--- src/rtl/blink_mode_ctrl.sv ---
// Blink-example mode controller: synchronises and debounces two raw keys,
// selects OFF/SLOW/FAST/ON from press events and drives the four LEDs.
module blink_mode_ctrl #(
  parameter int unsigned DEB_CYCLES = 500000,
  parameter int unsigned CNT_W      = 26
) (
  input  logic       clk,
  input  logic       rst_n,
  input  logic       key_slow,
  input  logic       key_fast,
  output logic [1:0] mode,
  output logic       mode_chg,
  output logic [3:0] led
);

  localparam int unsigned NKEY  = 2;
  localparam int unsigned DEB_W = $clog2(DEB_CYCLES);
  localparam logic [DEB_W-1:0] DEB_LAST = DEB_W'(DEB_CYCLES - 1);

  typedef enum logic [1:0] {
    MODE_OFF  = 2'd0,
    MODE_SLOW = 2'd1,
    MODE_FAST = 2'd2,
    MODE_ON   = 2'd3
  } mode_e;

  // Bit 0 is the slow key, bit 1 the fast key; all key levels are active-low.
  logic [NKEY-1:0] key_raw;
  logic [NKEY-1:0] sync1;
  logic [NKEY-1:0] sync2;
  logic [NKEY-1:0] deb;
  logic [NKEY-1:0] deb_d;
  logic [NKEY-1:0] deb_dd;
  logic [NKEY-1:0] evt;

  mode_e            state;
  mode_e            state_nx;
  logic             chg_nx;
  logic [CNT_W-1:0] cnt;
  logic [3:0]       led_nx;

  assign key_raw = {key_fast, key_slow};
  assign mode    = state;

  always_ff @(posedge clk or negedge rst_n) begin
    if (!rst_n) begin
      sync1 <= '1;
      sync2 <= '1;
    end else begin
      sync1 <= key_raw;
      sync2 <= sync1;
    end
  end

  // Per-key debounce: the state follows the synchronised level only after
  // DEB_CYCLES consecutive cycles of disagreement.
  for (genvar g = 0; g < NKEY; g++) begin : g_key
    logic [DEB_W-1:0] deb_cnt;

    always_ff @(posedge clk or negedge rst_n) begin
      if (!rst_n) begin
        deb[g]  <= 1'b1;
        deb_cnt <= '0;
      end else if (sync2[g] == deb[g]) begin
        deb_cnt <= '0;
      end else if (deb_cnt == DEB_LAST) begin
        deb[g]  <= sync2[g];
        deb_cnt <= '0;
      end else begin
        deb_cnt <= deb_cnt + DEB_W'(1);
      end
    end
  end

  // Press detection runs on a retimed copy of the debounced level.
  always_ff @(posedge clk or negedge rst_n) begin
    if (!rst_n) begin
      deb_d  <= '1;
      deb_dd <= '1;
      evt    <= '0;
    end else begin
      deb_d  <= deb;
      deb_dd <= deb_d;
      evt    <= deb_dd & ~deb_d;
    end
  end

  always_ff @(posedge clk or negedge rst_n) begin
    if (!rst_n) begin
      state    <= MODE_OFF;
      mode_chg <= 1'b0;
    end else begin
      state    <= state_nx;
      mode_chg <= chg_nx;
    end
  end

  always_comb begin
    state_nx = state;
    chg_nx   = 1'b0;
    case (evt)
      2'b01:   state_nx = (state == MODE_SLOW) ? MODE_OFF : MODE_SLOW;
      2'b10:   state_nx = (state == MODE_FAST) ? MODE_OFF : MODE_FAST;
      2'b11:   state_nx = (state == MODE_ON)   ? MODE_OFF : MODE_ON;
      default: state_nx = state;
    endcase
    chg_nx = (state_nx != state);
  end

  // Restarting the prescaler on a mode change gives every blink mode a full dark half-period first.
  always_ff @(posedge clk or negedge rst_n) begin
    if (!rst_n) begin
      cnt <= '0;
    end else if (chg_nx) begin
      cnt <= '0;
    end else begin
      cnt <= cnt + CNT_W'(1);
    end
  end

  always_comb begin
    led_nx = 4'h0;
    case (state)
      MODE_SLOW: led_nx = {4{cnt[CNT_W-1]}};
      MODE_FAST: led_nx = {4{cnt[CNT_W-2]}};
      MODE_ON:   led_nx = 4'hF;
      default:   led_nx = 4'h0;
    endcase
  end

  always_ff @(posedge clk or negedge rst_n) begin
    if (!rst_n) begin
      led <= 4'h0;
    end else begin
      led <= led_nx;
    end
  end

endmodule

--- config.mk ---
export PLATFORM = sky130hd
export DESIGN_NAME = blink_mode_ctrl
export DESIGN_NICKNAME = d
export VERILOG_FILES = /design/src/rtl/blink_mode_ctrl.sv
export SDC_FILE = /design/constraint.sdc
export NUM_CORES = 1
export LEC_CHECK = 0
export ABC_AREA = 1
export BUFFER_PORTS_ARGS = -buffer_cell sky130_fd_sc_hd__buf_2
export CAP_MARGIN = 20
export CORE_UTILIZATION = 62
export CTS_CLUSTER_DIAMETER = 60
export DETAILED_ROUTE_END_ITERATION = 6
export PLACE_DENSITY = 0.82
export SYNTH_ARGS = -nofsm -noshare
export SYNTH_HDL_FRONTEND = slang
export SYNTH_SLANG_ARGS = --single-unit
--- constraint.sdc ---
create_clock -name clk -period 1.59 [get_ports clk]
set_input_delay 0.0795 -clock clk [delete_from_list [all_inputs] [get_ports clk]]
set_output_delay 0.0795 -clock clk [all_outputs]
set_load 0.1 [all_outputs]
==> Word-level counts from Yosys, hierarchy flattened <==
Index checks and enable logic that the tools add are counted.
{ "totals": {"reg_bits": 83, "in_bits": 4, "output_inout_bits": 7, "word_cells": 43} }
{ "classes": {"add_sub_neg": 3, "n_eq_ne": 11, "n_mux": 10, "n_bitwise": 4, "reduce_logical": 2} }
{ "op_table": {"columns": ["cell", "n"], "rows": [
  ["two-way mux 19 bit", 4],
  ["adder 19 x 1 -> 19 bit (second input constant)", 2],
  ["== test 19 bit (second input constant)", 2],
  ["adder 26 x 1 -> 26 bit (second input constant)", 1],
  ["two-way mux 26 bit", 1],
  ["one-hot mux 4 bit (3 select lines)", 1],
  ["== test 2 bit (second input constant)", 4],
  ["one-hot mux 2 bit (3 select lines)", 1],
  ["== test 2 x 1 -> 1 bit (second input constant)", 2],
  ["two-way mux 2 bit", 2],
  ["AND reduction 2 bit", 2],
  ["bitwise AND 2 bit", 1],
  ["== test 1 bit", 2],
  ["inequality test 2 bit", 1],
  ["NOT 1 bit", 2],
  ["NOT 2 bit", 1],
  ["two-way mux 1 bit", 1]
]} }

==> Longest topological paths before layout <==
Gate-level depths: netlist (run 1).
{ "logic_depth": {"depth_word": 5, "mapped_depth": 9} }

==> Worst setup path before layout (run 1) <==
OpenSTA, ideal clock, no wires.
{ "synth_timing": {"path_kind": "register to output", "from": "register led[2] (netlist name)", "to": "output led[1]", "arrival_ps": 1357, "t_required_ps": 1510, "setup_slack_ps": 153, "path_stages_with_launch": 2, "path_buffers": 1, "path_cell_list": "dfrtp_1 > buf_4"} }
{ "synth_lines": {"columns": ["item", "line_no", "source"], "rows": [
  ["to (decl)", "13", "output logic [3:0] led"]
]} }

==> Worst setup path in the final report (run 1) <==
{ "layout_timing": {"from": "register g_key[0].deb_cnt[0]", "to": "register g_key[0].deb_cnt[8]"} }
{ "layout_between": {"elab_chain_cells": 3} }
{ "layout_lines": {"columns": ["item", "line_no", "source"], "rows": [
  ["from (decl)", "58", "logic [DEB_W-1:0] deb_cnt;"],
  ["from (signal assigned)", "70", "deb_cnt <= deb_cnt + DEB_W'(1);"],
  ["adder 19 x 1 -> 19 bit or == test 19 bit (tied branches)", "70, 66", null],
  ["two-way mux 19 bit *", "66", "end else if (deb_cnt == DEB_LAST) begin"],
  ["two-way mux 19 bit *", "64", "end else if (sync2[g] == deb[g]) begin"]
]} }
Every way passes the cells marked *; elsewhere a longest branch is shown, timed or not.
A chain may end at the register's enable or synchronous reset.

==> results of run 1 <==
## synthesized netlist by cell type, types with 3 or more instances
cell / count
ha_1: 3
nor2_1: 149
dfrtp_1: 70
nand4_1: 9
nor2_2: 6
inv_1: 60
nor3_2: 3
nand2_2: 4
dfstp_2: 10
nor2_4: 3
o21ai_0: 14
nor3_1: 6
buf_4: 3
xor2_1: 15
nand2_1: 139
xnor2_1: 13
a21oi_1: 10
nand3_1: 31
## per-layer routing
metal	part of all wire, %	vias to the layer above
li1	-	1794
met1	45	1653
met2	49	102
met3	4.5	15
met4	1.8	0
met5	0	-
## flip-flops by register name, summed over array words and instances (netlist names)
register,flops
g_key.deb_cnt,38
deb,2
cnt,26
sync1,2
sync2,2
mode,2
evt,2
deb_d,2
mode_chg,1
led,1
deb_dd,2
## logic make-up after synthesis
| family | after synthesis | share of synthesized area, % |
|---|---|---|
| buffers and inverters | 66 | 6.21 |
| AND/OR/NAND/NOR | 354 | 35.2 |
| flip-flops | 80 | 48.0 |
| adder cells (fa/ha/maj) | 3 | 0.895 |
| AO/OA/AOI/OAI | 27 | 3.40 |
| XOR/XNOR | 29 | 6.24 |
## critical path, cell delays in order, from the launching register on
cell	delay, ns
dfrtp_1	0.41
ha_2	0.22
nand2_1	0.10
nor2_4	0.14
nand2_1	0.11
o21ai_2	0.30
nor2_1	0.09
## path summary, 6_finish.rpt
kind                            cells past startpoint                  end
worst min-delay path                                2              cnt[20]
worst max-delay path                                6  g_key[0].deb_cnt[8]
max in group asynchronous                           3             sync1[0]
min in group clk                                    0             sync2[1]
worst max register to register                      6  g_key[0].deb_cnt[8]
worst min register to register                      0             sync2[1]
## what timing repair did
| action | 4_1_cts | 5_1_grt |
|---|---|---|
| gates resized for setup | 0 | 8 |
| endpoints found under the hold margin | 29 | 0 |
| hold buffers | 3 | 0 |
| endpoints found under the setup margin | 0 | 20 |
| setup buffers | 0 | 9 |
## layout make-up
type / instances / area share [%]
Timing Repair Buffer: 31 / 4.91
Clock buffer: 9 / 2.64
Sequential cell: 80 / 43.0
Tap cell: 77 / 2.05
Clock inverter: 7 / 1.17
Inverter: 61 / 4.88
Multi-Input combinational cell: 413 / 41.4
## metrics by stage
step / setup TNS [ns] / hold WS [ns] / utilization (%) / area [µm²] / std cells
final: 0 / 0.178 / 73.0 / 4690 / 678
after global routing: -0.0528 / 0.203 / 73.0 / 4690 / 678
after CTS: 0 / 0.185 / 71.6 / 4600 / 669
after detailed placement: 0 / 0.0247 / 68.4 / 4390 / 650
after global placement: 0 / 0.0222 / 68.4 / 4390 / 650
after floorplan: 0 / -0.216 / - / 4190 / 559
## power by group
| group | switching [µW] | internal [µW] |
|---|---|---|
| sequential | 17.1 | 2060 |
| clock | 803 | 583 |
| combinational | 76.4 | 41.8 |
==> out/qor.txt, run 1 <==
# H-tree levels: 3
Setup WS pre-CTS: 0.0392 ns
share of cells above drive strength 1: 13.1%
DR DRC count: 2
Avg Cell Area, Syn: 7.50 µm²
Area contributors post-synth: dfrtp_1, nor2_1, nand2_1
syn_nets: 566
most common cell after layout, fill and taps aside: nor2_1
clock sink count: 80
sequential area share after synthesis: 48.0%
Vias/cell: 5.26
Worst Setup Slack, final: 0.115 ns
Synth top area share: 41.8%
reg2reg start: g_key[0].deb_cnt[0]
Die H: 84.2 µm
Synth async-reset ratio: 100%
Inserted Diodes: 0
P per Cell Area: 762 mW/mm²
Max Buffers Root-to-Sink: 2
Final Hold Fails: 0
worst endpoint required time: 1.84 ns
drt pass-1 iters: 7
Setup crit end kind: register
Netlist cell types: 27
I/O Pins: 11
failing checks: design-rule violations
DP HPWL: 6.32 mm
All-Layer GR Usage: 26.3%
gr ovfl total: 0
clk_lat worst skew: 0.36 ns
std cell rows: 29
first-pass GRT wire length: 14.6 mm
Setup crit start: g_key[0].deb_cnt[0]
met1 GRT Util: 34.9%
GPL Wtd Cong: 0.908
Yosys Warn Count: 0
crit path max fanout: 6
Final min period: 1.47 ns
nets@finish: 603
final setup vio count: 0
Final Cycle Share: 92.7%
Reg area: 0.00201 mm²
initial antenna violation count: 0
Fill cells: 499
largest net degree at the start of global routing: 54
EDFF count, synth: 0
startpoint types: register
WS Path Type: register to register
core area: 0.00642 mm²
Die X: 84.2 µm
cell taking the most area after synthesis: dfrtp_1
Yosys reg bits: 80
Clock Skew: 0.0101 ns
Leak: 0.00202 µW
Main synth FF type: dfrtp_1
most frequent cells in the layout: nor2_1, nand2_1, dfrtp_1
Area Overhead vs Synth: 11.8%
Starting Density: 65.3%
maximum vdd drop: 0.000537 V
GR Layer Usage met2: 43.4%
vias in the first global route: 3290
max-cap violation count: 0
overall power: 3580 µW
CTS buffer count: 9
total routed wirelength: 8.73 mm
GRT busiest layer: met2
Wirelength per Cell: 12.9 µm
measured slew at the worst slew-check pin: 0.499 ns
fin. max-slew vios: 0
Fmax achieved: 678 MHz
arrival time of the worst setup path: 1.72 ns
relative slew slack: 67.0%
M3 GR Usage: 4.23%
multi-input combinational cell area: 0.00194 mm²
CTS Root Cell: clkbuf_8
Reg2Reg Setup Slack: 0.12 ns
TritonCTS clock tree: yes
initial drt markers: 181
die footprint: 0.00710 mm²
outcome: finished with violations
Synth Cell Area: 0.00419 mm²
Post-Synthesis Cells: 559
Routed Antenna Nets: 0
CTS clk-pin slew, worst paths: 0.09 ns
IO Port Bufs: 10
Hold WC Path Type: input port to async pin
vias after detailed routing: 3564
(Power assumes the default switching activity.)
==> inputs of run 2 (changes only) <==
--- a/config.mk
+++ b/config.mk
@@ -8,10 +8,10 @@
 export ABC_AREA = 1
 export BUFFER_PORTS_ARGS = -buffer_cell sky130_fd_sc_hd__buf_2
 export CAP_MARGIN = 20
-export CORE_UTILIZATION = 62
+export CORE_UTILIZATION = 50
 export CTS_CLUSTER_DIAMETER = 60
 export DETAILED_ROUTE_END_ITERATION = 6
-export PLACE_DENSITY = 0.82
+export PLACE_DENSITY = 0.69
 export SYNTH_ARGS = -nofsm -noshare
 export SYNTH_HDL_FRONTEND = slang
 export SYNTH_SLANG_ARGS = --single-unit
==> run 2 against run 1 <==
Net effect:
- the flow now finishes without violations
- register-to-register slack worse by 0.04 ns
- final cell count grew 3.4%
- worst setup slack worse by 0.044 ns
- worst hold slack better by 0.085 ns
- critical path depth increased by 2
- sequential power about the same
- clock power decreased by 5%
- first-iteration DRC count is 35% higher
- core utilization down 16 points
- sequential share of layout area barely moved
- flip-flop and latch count did not move
- largest power group unchanged
- highest routed layer unchanged
==> out/qor.txt, run 2 (synthesis gave the netlist of run 1 again) <==
max FFs per register: 38 (unchanged)
WS Path Type: register to register (unchanged)
initial antenna violation count: 0 (unchanged)
drt pass-1 iters: 5 (was 7)
Fill cells: 742 (was 499)
Die X: 93.6 µm (was 84.2 µm)
largest registers: g_key.deb_cnt (38), cnt (26) (unchanged)
share of cells above drive strength 1: 12.2% (was 13.1%)
All-Layer GR Usage: 21.7% (was 26.3%)
CTS buffer count: 9 (unchanged)
fin. max-slew vios: 0 (unchanged)
Leak: 0.00201 µW (was 0.00202 µW)
Routed Antenna Nets: 0 (unchanged)
Hold WC Path Type: input port to async pin (unchanged)
gr ovfl total: 0 (unchanged)
# H-tree levels: 3 (unchanged)
GPL Wtd Cong: 0.939 (was 0.908)
vias in the first global route: 3308 (was 3290)
std cell rows: 33 (was 29)
crit path max fanout: 5 (was 6)
clk_lat worst skew: 0.35 ns (was 0.36 ns)
multi-input combinational cell area: 0.00195 mm² (was 0.00194 mm²)
Clock Skew: 0.00480 ns (was 0.0101 ns)
I/O Pins: 11 (unchanged)
die footprint: 0.00876 mm² (was 0.00710 mm²)
Die H: 93.6 µm (was 84.2 µm)
Crit path top cell by count: nand2_1 (unchanged)
worst endpoint required time: 1.83 ns (was 1.84 ns)
IO Port Bufs: 10 (unchanged)
outcome: complete, no violations (was finished with violations)
startpoint types: register (unchanged)
DR DRC count: 0 (was 2)
Fmax achieved: 659 MHz (was 678 MHz)
initial drt markers: 244 (was 181)
final hold slack: 0.263 ns (was 0.178 ns)
vias after detailed routing: 3476 (was 3564)
Final Hold Fails: 0 (unchanged)
measured slew at the worst slew-check pin: 0.498 ns (was 0.499 ns)
Reg area: 0.00201 mm² (unchanged)
TritonCTS clock tree: yes (unchanged)
Final Cycle Share: 95.5% (was 92.7%)
CTS clk-pin slew, worst paths: 0.08 ns (was 0.09 ns)
Inserted Diodes: 0 (unchanged)
DP HPWL: 6.22 mm (was 6.32 mm)
Setup WS pre-CTS: 0.0574 ns (was 0.0392 ns)
critical path, cell by cell: ha_2, nand4_1, nor2_2, nand2_1, nand2_2, inv_1, nand2_1, nor2_1 (was ha_2, nand2_1, nor2_4, nand2_1, o21ai_2, nor2_1)
Setup crit end kind: register (unchanged)
max-cap violation count: 0 (unchanged)
most frequent cells in the layout: nor2_1, nand2_1, dfrtp_1 (unchanged)
total routed wirelength: 8.46 mm (was 8.73 mm)
nets@finish: 598 (was 603)
P per Cell Area: 747 mW/mm² (was 762 mW/mm²)
Inst Count DP: 676 (was 650)
Wirelength per Cell: 12.1 µm (was 12.9 µm)
CP peak stage delay: 0.38 ns (was 0.41 ns)
first-pass GRT wire length: 14.9 mm (was 14.6 mm)
critical path's slowest cell: dfrtp_1 (unchanged)
Final min period: 1.52 ns (was 1.47 ns)
final setup vio count: 0 (unchanged)
overall power: 3510 µW (was 3580 µW)
CTS Root Cell: clkbuf_8 (unchanged)
Max Buffers Root-to-Sink: 2 (unchanged)
core area: 0.00818 mm² (was 0.00642 mm²)
arrival time of the worst setup path: 1.76 ns (was 1.72 ns)
clock sink count: 80 (unchanged)
maximum vdd drop: 0.000672 V (was 0.000537 V)
Area Overhead vs Synth: 12.0% (was 11.8%)
RSZ-0062 raised after global routing: true
Non-Filler Instances: 701 (was 678)
largest net degree at the start of global routing: 81 (was 54)
most common cell after layout, fill and taps aside: nor2_1 (unchanged)
relative slew slack: 67.0% (about the same)
Top reg by flops: g_key.deb_cnt (unchanged)
Starting Density: 51.3% (was 65.3%)
Worst Setup Slack, final: 0.0719 ns (was 0.115 ns)
Vias/cell: 4.96 (was 5.26)
==> run 2: cell types whose count changed in the layout (fill, tap and decap cells not counted), sizes merged <==
cell      delta
buf          -5
inv          -2
clkbuf       +1
clkinvlp     +1
==> run 2: layout make-up <==
cell class                      count  area share [%]
Timing Repair Buffer               26            4.10
Inverter                           61            4.88
Tap cell                          105            2.80
Multi-Input combinational cell    413            41.6
Sequential cell                    80            42.9
Clock inverter                      6           0.959
Clock buffer                       10            2.72
==> run 2: timing repair <==
item | CTS | global route
setup buffers | 0 | 6
endpoints found under the setup margin | 0 | 24
hold buffers | 3 | 0
gates resized for setup | 0 | 12
endpoints found under the hold margin | 72 | 0
==> run 2: routing by layer <==
metal / global-route usage [%] / part of all wire, % / up-vias / routed length [µm]
met3: 4.39 / 4.6 / 11 / 388
met5: 0 / 0 / - / 0
li1: - / - / 1779 / -
met4: 6.67 / 1.3 / 0 / 113
met2: 34.0 / 47 / 72 / 3950
met1: 30.1 / 47 / 1614 / 4010
==> run 2: stage by stage <==
stage | util (%) | area [µm²] | setup TNS [ns]
floorplan | - | 4190 | 0
global placement | 53.9 | 4410 | 0
detailed placement | 53.9 | 4410 | 0
CTS | 56.4 | 4610 | 0
global route | 57.4 | 4690 | -0.357
finish | 57.4 | 4690 | 0
==> run 2: power breakdown <==
| part | total, µW | internal [µW] | switching, µW |
|---|---|---|---|
| clock | 1320 | 572 | 749 |
| combinational | 116 | 41.5 | 74.7 |
| sequential | 2070 | 2050 | 16.4 |
==> run 2: worst max-delay path: cells and delay by family, from the launching register on <==
kind	cells	cell delay (ns)
simple gates	6	0.68
buf+inv	1	0.09
fa+ha+maj	1	0.25
flops	1	0.38
==> run 2: path summary, 6_finish.rpt <==
path / from / end / slack (ns) / cells past startpoint
max: g_key[1].deb_cnt[1] / g_key[1].deb_cnt[16] / 0.07 / 8
min: rst_n / cnt[22] / 0.26 / 3
max reg2reg: g_key[1].deb_cnt[1] / g_key[1].deb_cnt[16] / 0.07 / 8
min reg2reg: sync1[1] / sync2[1] / 0.36 / 0
max in group asynchronous: rst_n / sync2[1] / 0.94 / 3
min in group clk: sync1[1] / sync2[1] / 0.36 / 0
==> inputs of run 3 (changes only) <==
--- a/config.mk
+++ b/config.mk
@@ -8,9 +8,11 @@
 export ABC_AREA = 1
 export BUFFER_PORTS_ARGS = -buffer_cell sky130_fd_sc_hd__buf_2
 export CAP_MARGIN = 20
+export CORE_ASPECT_RATIO = 0.7
 export CORE_UTILIZATION = 50
 export CTS_CLUSTER_DIAMETER = 60
 export DETAILED_ROUTE_END_ITERATION = 6
+export HOLD_SLACK_MARGIN = 0.1
 export PLACE_DENSITY = 0.69
 export SYNTH_ARGS = -nofsm -noshare
 export SYNTH_HDL_FRONTEND = slang
==> run 3 against run 2 <==
Net effect:
- the run now ends with design-rule violations left
- global-route usage rose by 1.7 points
- core utilization rose by 3.3 points
- flip-flop and latch count did not move
- worst hold slack got worse by 0.093 ns
- critical path type unchanged
==> out/qor.txt, run 3 (synthesis gave the netlist of run 1 again) <==
die footprint: 0.00876 mm² (about the same)
CTS buffer count: 9 (unchanged)
Die X: 111 µm (was 93.6 µm)
Top reg by flops: g_key.deb_cnt (unchanged)
share of cells above drive strength 1: 12.4% (was 12.2%)
Leak: 0.00208 µW (was 0.00201 µW)
Fill cells: 700 (was 742)
outcome: finished with violations (was complete, no violations)
Sum Neg Setup Slack: 0 ns (unchanged)
nets@finish: 598 (unchanged)
final setup vio count: 0 (unchanged)
fin. max-slew vios: 0 (unchanged)
Inserted Diodes: 0 (unchanged)
DR DRC count: 1 (was 0)
P per Cell Area: 907 mW/mm² (was 747 mW/mm²)
# H-tree levels: 3 (unchanged)
std cell rows: 27 (was 33)
Setup crit end kind: register (unchanged)
first-pass GRT wire length: 15.8 mm (was 14.9 mm)
core area: 0.00801 mm² (was 0.00818 mm²)
net switching power: 891 µW (was 840 µW)
startpoint types: register (unchanged)
max FFs per register: 38 (unchanged)
measured slew at the worst slew-check pin: 0.489 ns (was 0.498 ns)
logic gate share of total power: 2.7% (was 3.3%)
largest registers: g_key.deb_cnt (38), cnt (26) (unchanged)
IO Port Bufs: 10 (unchanged)
Clock power frac: 50.2% (was 37.7%)
Final Cycle Share: 92.4% (was 95.5%)
most common cell after layout, fill and taps aside: nor2_1 (unchanged)
clk_lat worst skew: 0.33 ns (was 0.35 ns)
drt pass-1 iters: 7 (was 5)
R2R cell count: 7 (was 8)
initial antenna violation count: 0 (unchanged)
TritonCTS clock tree: yes (unchanged)
Starting Density: 52.4% (was 51.3%)
Hold WC Path Type: input port to async pin (unchanged)
largest net degree at the start of global routing: 41 (was 81)
Sequential Power Share: 47.1% (was 59.0%)
cell-internal power: 3520 µW (was 2670 µW)
max-cap violation count: 0 (unchanged)
Area Overhead vs Synth: 16.0% (was 12.0%)
Fmax achieved: 681 MHz (was 659 MHz)
CTS Root Cell: clkbuf_16 (was clkbuf_8)
maximum vdd drop: 0.000674 V (was 0.000672 V)
Die H: 78.6 µm (was 93.6 µm)
relative slew slack: 67.6% (was 67.0%)
crit path max fanout: 4 (was 5)
vias in the first global route: 3316 (was 3308)
Final Hold Fails: 0 (unchanged)
All-Layer GR Usage: 23.4% (was 21.7%)
Final min period: 1.47 ns (was 1.52 ns)
I/O Pins: 11 (unchanged)
Sw Ratio: 20.2% (was 24.0%)
initial drt markers: 257 (was 244)
DP HPWL: 6.74 mm (was 6.22 mm)
Clock Skew: 0.00838 ns (was 0.00480 ns)
Setup crit start: g_key[0].deb_cnt[0] (was g_key[1].deb_cnt[1])
WS Path Type: register to register (unchanged)
post-layout util: 60.7% (was 57.4%)
total routed wirelength: 9.30 mm (was 8.46 mm)
reg2reg start: g_key[0].deb_cnt[0] (was g_key[1].deb_cnt[1])
Routed Antenna Nets: 0 (unchanged)
Reg2Reg Setup Slack: 0.12 ns (was 0.07 ns)
most frequent cells in the layout: nor2_1, nand2_1, dfrtp_1 (unchanged)
worst endpoint required time: 1.81 ns (was 1.83 ns)
arrival time of the worst setup path: 1.69 ns (was 1.76 ns)
Wirelength per Cell: 13.3 µm (was 12.1 µm)
Vias/cell: 5.14 (was 4.96)
clock sink count: 80 (unchanged)
gr ovfl total: 0 (unchanged)
worst r2r dst: g_key[0].deb_cnt[14] (was g_key[1].deb_cnt[16])
GPL Wtd Cong: 0.965 (was 0.939)
Max Buffers Root-to-Sink: 2 (unchanged)
final hold slack: 0.170 ns (was 0.263 ns)
vias after detailed routing: 3584 (was 3476)
CTS clk-pin slew, worst paths: 0.06 ns (was 0.08 ns)
failing checks: design-rule violations
[run 3: changes by cell type in the layout (fill, tap and decap cells not counted), sizes merged]
cell	before	now
bufinv	0	2
clkbuf	10	13
clkinv	3	1
clkinvlp	3	1
inv	61	60
[run 3: repair_timing]
item | 4_1_cts | 5_1_grt
endpoints found under the hold margin | 72 | 0
hold buffers | 3 | 0
endpoints found under the setup margin | 0 | 23
buffers inserted | 0 | 1
gates resized for setup | 0 | 17
[run 3: metal layers]
layer | GRT usage [%] | share of wire [%] | wire length, µm
met5 | 0 | 0 | 0
met1 | 34.3 | 50 | 4630
met3 | 4.79 | 6.8 | 629
met2 | 34.8 | 43 | 3960
met4 | 7.16 | 0.73 | 68
[run 3: layout make-up]
cell class / count / area, µm² / area share [%]
well taps: 101 / 126 / 2.60
repair buffers: 26 / 193 / 3.96
multi-input cells: 413 / 1980 / 40.8
clock buffers: 13 / 250 / 5.15
clock inverters: 3 / 67.6 / 1.39
flip-flops and latches: 80 / 2020 / 41.4
inverters: 61 / 229 / 4.71
[run 3: worst max path at each step]
stage          depth (start not counted)              endpoint  slack, ns
2_1_floorplan                          1                led[1]       0.15
3_3_place_gp                           8  g_key[1].deb_cnt[18]       0.11
3_5_place_dp                           8  g_key[1].deb_cnt[18]       0.05
4_1_cts                                8  g_key[1].deb_cnt[18]       0.03
5_1_grt                                8               cnt[20]      -0.01
6_report                               7  g_key[0].deb_cnt[14]       0.12
[run 3: per-stage QoR]
stage / worst slack [ns] / cells / area, µm² / power, µW
final: 0.121 / 697 / 4860 / 4410
after floorplan: 0.153 / 559 / 4190 / 2150
after detailed placement: 0.0490 / 677 / 4440 / 2220
after CTS: 0.0349 / 696 / 4790 / 4440
after global placement: 0.113 / 677 / 4440 / 2220
after global routing: -0.0133 / 697 / 4860 / 4550
[run 3: critical path, cell delays in order (launching register included)]
cell and delay (ns):
dfrtp_1 0.42, ha_4 0.17, nand2_1 0.10, nor2_4 0.13, nand2_1 0.12, nor2_1 0.16, xor2_1 0.19, nor2_1 0.06
[run 3: power by group through the flow]
stage,registers (µW),logic (µW),clock network [µW]
finish,2080,117,2210
CTS,2070,116,2250
global route,2080,138,2340
detailed placement,2110,110,0
floorplan,2110,39.9,0
global placement,2110,108,0
